## src/rtl/wb_retire_q.sv

```systemverilog
// Writeback stage with a one-cycle RF/bypass write register and an
// in-order retire queue that feeds the trace/checker consumer.
module wb_retire_q #(
  parameter int XLEN  = 32,
  parameter int AW    = 5,
  parameter int DEPTH = 4
) (
  input  logic                       clk,
  input  logic                       rst,
  input  logic                       in_valid,
  input  logic [XLEN-1:0]            in_pc,
  input  logic [AW-1:0]              in_waddr,
  input  logic                       in_wen,
  input  logic [XLEN-1:0]            in_wdata,
  output logic                       wb_ready,
  output logic                       rf_wen,
  output logic [AW-1:0]              rf_waddr,
  output logic [XLEN-1:0]            rf_wdata,
  output logic                       ret_valid,
  input  logic                       ret_ready,
  output logic                       ret_wen,
  output logic [AW-1:0]              ret_waddr,
  output logic [XLEN-1:0]            ret_wdata,
  output logic [XLEN-1:0]            ret_pc,
  output logic [$clog2(DEPTH):0]     ret_count,
  output logic [31:0]                retired_total
);

  localparam int PW = $clog2(DEPTH);
  localparam int CW = PW + 1;
  localparam logic [CW-1:0] FULL = CW'(DEPTH);

  logic            r_stg_valid;
  logic            r_stg_wen;
  logic [AW-1:0]   r_stg_waddr;
  logic [XLEN-1:0] r_stg_wdata;

  logic [XLEN-1:0] r_q_pc    [DEPTH];
  logic [AW-1:0]   r_q_waddr [DEPTH];
  logic            r_q_wen   [DEPTH];
  logic [XLEN-1:0] r_q_wdata [DEPTH];

  logic [PW-1:0]   r_wp;
  logic [PW-1:0]   r_rp;
  logic [CW-1:0]   r_count;
  logic [31:0]     r_total;

  logic            w_push;
  logic            w_pop;

  assign wb_ready  = (r_count < FULL);
  assign ret_valid = (r_count != '0);
  assign w_push    = in_valid && wb_ready;
  assign w_pop     = ret_valid && ret_ready;

  assign rf_wen   = r_stg_valid && r_stg_wen && (r_stg_waddr != '0);
  assign rf_waddr = r_stg_waddr;
  assign rf_wdata = r_stg_wdata;

  assign ret_pc        = r_q_pc[r_rp];
  assign ret_waddr     = r_q_waddr[r_rp];
  assign ret_wen       = r_q_wen[r_rp];
  assign ret_wdata     = r_q_wdata[r_rp];
  assign ret_count     = r_count;
  assign retired_total = r_total;

  always_ff @(posedge clk) begin
    if (rst) begin
      r_stg_valid <= 1'b0;
      r_stg_wen   <= 1'b0;
      r_stg_waddr <= '0;
      r_stg_wdata <= '0;
      r_wp        <= '0;
      r_rp        <= '0;
      r_count     <= '0;
      r_total     <= '0;
      for (int i = 0; i < DEPTH; i++) begin
        r_q_pc[i]    <= '0;
        r_q_waddr[i] <= '0;
        r_q_wen[i]   <= 1'b0;
        r_q_wdata[i] <= '0;
      end
    end else begin
      r_stg_valid <= w_push;
      if (w_push) begin
        r_stg_wen       <= in_wen;
        r_stg_waddr     <= in_waddr;
        r_stg_wdata     <= in_wdata;
        // x0 writes still retire, but never claim a register write
        r_q_pc[r_wp]    <= in_pc;
        r_q_waddr[r_wp] <= in_waddr;
        r_q_wen[r_wp]   <= in_wen && (in_waddr != '0);
        r_q_wdata[r_wp] <= in_wdata;
        r_wp            <= r_wp + PW'(1);
      end
      if (w_pop) begin
        r_rp    <= r_rp + PW'(1);
        r_total <= r_total + 32'd1;
      end
      case ({w_push, w_pop})
        2'b10:   r_count <= r_count + CW'(1);
        2'b01:   r_count <= r_count - CW'(1);
        default: r_count <= r_count;
      endcase
    end
  end

endmodule

```

## config.mk

```make
export PLATFORM = sky130hd
export DESIGN_NAME = wb_retire_q
export DESIGN_NICKNAME = d
export VERILOG_FILES = /design/src/rtl/wb_retire_q.sv
export SDC_FILE = /design/constraint.sdc
export NUM_CORES = 1
export LEC_CHECK = 0
export CAP_MARGIN = 20
export CORE_MARGIN = 3
export CORE_UTILIZATION = 49
export CTS_CLUSTER_SIZE = 10
export DETAILED_ROUTE_END_ITERATION = 10
export MAX_ROUTING_LAYER = met4
export PLACE_DENSITY = 0.76
export SYNTH_ARGS = -nofsm -noshare
export SYNTH_HDL_FRONTEND = slang
export SYNTH_SLANG_ARGS = --single-unit
```

## constraint.sdc

```tcl
create_clock -name clk -period 4.54 [get_ports clk]
set_input_delay 0.681 -clock clk [delete_from_list [all_inputs] [get_ports clk]]
set_output_delay 0.681 -clock clk [all_outputs]
set_load 0.1 [all_outputs]
```

# After elaboration in Yosys (flattened, before gate mapping)
# Memories as Yosys holds them, arrays and structs flattened. A register that Yosys moved wholly into a read port is not among the register bits.
# Index checks and enable logic that the tools add are counted.
[word_totals]
ram_bits = 280
in_bits = 74
register_bits = 78
memories = 4
output_inout_bits = 145
[op_classes]
addsub = 5
n_lt_le_gt_ge = 1
muxes = 26
n_reduce_logical = 13
n_eq_ne = 2
[memory_table]
columns = ["memory", "words", "word_bits", "read_ports", "rd_clocked_by_memory_dff", "wr", "line_no", "rtl"]
rows = [
  ["r_q_pc", 4, 32, 1, 1, 4, "38", "logic [XLEN-1:0] r_q_pc [DEPTH];"],
  ["r_q_wdata", 4, 32, 1, 1, 4, "41", "logic [XLEN-1:0] r_q_wdata [DEPTH];"],
  ["r_q_waddr", 4, 5, 1, 1, 4, "39", "logic [AW-1:0] r_q_waddr [DEPTH];"],
  ["r_q_wen", 4, 1, 1, 1, 4, "40", "logic r_q_wen [DEPTH];"],
]
[op_table]
columns = ["cell", "count"]
rows = [
  ["2-to-1 mux 32 bit", 2],
  ["OR reduction 32 bit", 2],
  ["adder 32 x 1 -> 32 bit (second input constant)", 1],
  ["2-to-1 mux 2 bit", 12],
  ["2-to-1 mux 1 bit", 10],
  ["nonzero test 5 bit", 2],
  ["one-hot mux 3 bit (2 select lines)", 1],
  ["logical AND 1 bit", 5],
  ["2-to-1 mux 5 bit", 1],
  ["OR reduction 5 bit", 1],
  ["adder 2 x 1 -> 2 bit (second input constant)", 2],
  ["adder 3 x 1 -> 3 bit (second input constant)", 1],
  ["< comparator 3 bit (second input constant)", 1],
  ["nonzero test 3 bit", 1],
  ["subtractor 3 x 1 -> 3 bit (second input constant)", 1],
  ["equality test 2 x 1 -> 1 bit (second input constant)", 1],
  ["equality test 2 bit (second input constant)", 1],
  ["nonzero test 2 bit", 1],
  ["OR reduction 1 bit", 1],
]

# Depth between registers and ports, before layout
[logic_depth]
depth_word = 7
depth_mapped = 9
ltp_nobuf = 8

# Least setup slack after synthesis
# Ideal clock, no wire load.
[synth_timing]
path_type = "register to register"
from = "register r_count[2], in the netlist ret_count[2]"
to = "memory r_q_pc[1][0] (enable)"
synth_period_minus_slack_ps = 5017
arrival_ps = 4504
required_ps = 4027
slack_ps = -477
path_stages_with_launch = 5
setup_time_ps = 513
path_cell_list = "dfxtp_1 -> nor2b_1 -> clkbuf_1 -> inv_1 -> o21bai_1"
[synth_lines]
columns = ["element", "line_no", "rtl"]
rows = [
  ["from (decl)", "45", "logic [CW-1:0] r_count;"],
  ["from (signal assigned)", "101", "2'b10: r_count <= r_count + CW'(1);"],
  ["from (signal assigned)", "102", "2'b01: r_count <= r_count - CW'(1);"],
  ["from (signal assigned)", "103", "default: r_count <= r_count;"],
  ["to (decl)", "38", ""],
]

==> metrics.yaml <==
outcome: "finished, final reports clean"
drive_gt1_frac: 0.108
cp.required_ns: 3.86
end_kind: "output port"
min_period_over_period: 0.834
peakVddDrop_mv: 0.583
rrSetupSlack_ns: 1.87
first_pass_iters: 4
die_area_sq_mm: 0.0323
synth-main-ff-cell: "edfxtp_1"
relSlewSlack: 0.264
yosys_warnings: 0
seq_area_frac_synth: 0.678
fillCellCount: 2211
post_cts_resized: 0
avgSynthCellArea_sq_um: 13.3
portBuffers: 218
ios: 219
fp.dieH_um: 180
synthesis.nets: 1189
num_rows: 62
reg2reg_depth: 3
synth_seq_cells: 360
track_usage: 0.216
arrival_ns: 3.10
ant_nets: 0
syn-cell-area_sq_mm: 0.0148
area_growth_pct: 26.3
stdcell_area_sq_mm: 0.0187
clkTransAtPathRegs_ns: 0.05
grt_pass1_vias: 9906
synthCells: 1112
setup_viol_count_final: 0
gp_congestion: 0.791
synth_top_area_cell: "edfxtp_1"
viasPerCell: 5.49
nets: 1395
seqCellArea_sq_mm: 0.0100
h-tree-depth: 2
grt_pass1_wl_um: 54300
r2r_start: "r_wp[0]"
hold_end: "rf_wdata[11]"
yosysTopAreaCellShare: 0.569
synth_area_leaders: "edfxtp_1 (57%), dfxtp_1 (11%), mux4_2 (11%)"
grt_overflow: 0
path_max_fanout: 24
cts_tree: "built"
wire_per_inst_um: 19.7
cts.sinks: 360
tightestPinTransition_ns: 1.10
hp-start: "rf_wdata[11]"
multi_input_area_sq_mm: 0.00425
final_cell_mix: "edfxtp_1 (280), clkdlybuf4s50_1 (217), nand2_1 (164)"
hpwl_um: 20500
period_needed_ns: 3.79
leakagePower_nw: 7.27
drc_errors: 0
die_w_um: 180
worstHoldPathCells: 2
final_common_cell: "edfxtp_1"
grt_max_degree: 141
fmax_ghz: 0.264
p_per_area_mw_per_mm2: 637
drtIter0Drc: 668
post-cts-setup-buffers: 0
clk_root_buffer_cell: "clkbuf_16"
synth_enable_flop_cells: 280
maxSlewViolCount: 0
rsz0062_at_grt: "no"
floorplan.initialDensity: 0.506
postPlaceCellArea_sq_mm: 0.0174
cts_hold_buf: 0
routed_wl_um: 34000
maxCapViolations: 0
clock_skew_ns: 0.0177
cts_buffers: 42
vias: 9493
synthDistinctLibCells: 36
cp-start-kind: "flop"
cts_buffer_depth: 3
clock_latency_ns: 0.52
critPathKind: "reg -> out"
hold_viol: 0
core_sq_mm: 0.0292
hp-class: "reg -> reg"
finish.utilization: 0.639
reg2reg_to: "r_q_wdata[1][6]"
antenna_found_initial: 1
synthArstFlopShare: 0
## worst max-delay path, stage by stage (launching register included)
cell and delay [ns]:
dfxtp_4 0.67, buf_4 0.35, mux4_2 0.56, clkdlybuf4s50_1 0.99
## kinds of logic after synthesis
group                    Yosys count  share of synthesized area
buffers and inverters            150                     0.0394
flip-flops                       360                      0.678
adder cells (fa/ha/maj)            3                    0.00305
multiplexers                      70                      0.107
XOR/XNOR                          16                    0.00949
AND/OR/NAND/NOR                  460                      0.142
AO/OA/AOI/OAI                     53                     0.0219
## layer usage
layer	track usage	up-vias	wire [um]	share of wire
li1	-	4399	-	-
met1	0.271	4725	13800	0.41
met2	0.368	307	17500	0.51
met3	0.0374	62	2000	0.059
met4	0.0585	0	760	0.022
met5	-	-	0	0
## report_power, final
part | internal (W) | total, W | leakage, nW | switching [W]
combinational | 0.00122 | 0.00465 | 3.12 | 0.00343
sequential | 0.00398 | 0.00420 | 3.57 | 0.000218
clock | 0.00181 | 0.00303 | 0.579 | 0.00122
## stage by stage
step           setup WS [ns]  power, W  hold slack, ns  instances  TNS [ns]
6_report               0.755    0.0119           0.442       1730         0
4_1_cts                0.659    0.0120           0.444       1728         0
5_1_grt                0.578    0.0123           0.457       1730         0
2_1_floorplan         -0.477   0.00780           0.437       1112    -66.76
3_3_place_gp            1.19   0.00890           0.431       1657         0
3_5_place_dp            1.15   0.00894           0.436       1657         0
## synth_stat cells (2+ instances only)
master    count
edfxtp_1    280
nand2_1     164
nor2_1      162
dfxtp_1      80
inv_1        78
and3_1       75
mux4_2       70
clkbuf_1     53
a21oi_1      25
or4_1        19
o31ai_1      17
buf_2        15
xnor2_1       9
nand3_1       8
nand4_1       8
or3_1         8
xor2_1        7
o21ai_0       6
buf_1         3
nand2b_1      3
nor3_1        3
nor4_1        3
ha_1          2
o21bai_1      2
## final cells by class
cell class | count | share of cell area
Clock buffer | 69 | 0.0629
Multi-Input combinational cell | 602 | 0.228
Timing Repair Buffer | 233 | 0.128
Antenna cell | 1 | 0.000134
Sequential cell | 360 | 0.537
Tap cell | 384 | 0.0258
Clock inverter | 2 | 0.00208
Inverter | 79 | 0.0159
## registers in the layout, summed over array words and instances, names as in the netlist, named ones only
name,flops
r_q_waddr,20
rf_wdata,32
r_q_wdata,128
r_wp,2
ret_count,3
r_stg_valid,1
r_q_wen,4
r_rp,2
rf_waddr,5
r_q_pc,128
r_stg_wen,1
retired_total,32
## worst max-delay path by stage
stage | endpoint | cells after the start
2_1_floorplan | r_q_pc[1][0] | 4
3_5_place_dp | r_q_wdata[1][5] | 5
5_1_grt | ret_pc[13] | 3
4_1_cts | ret_waddr[1] | 3
3_3_place_gp | r_q_wdata[0][9] | 7
6_report | ret_waddr[3] | 3
(Power assumes the default switching activity.)
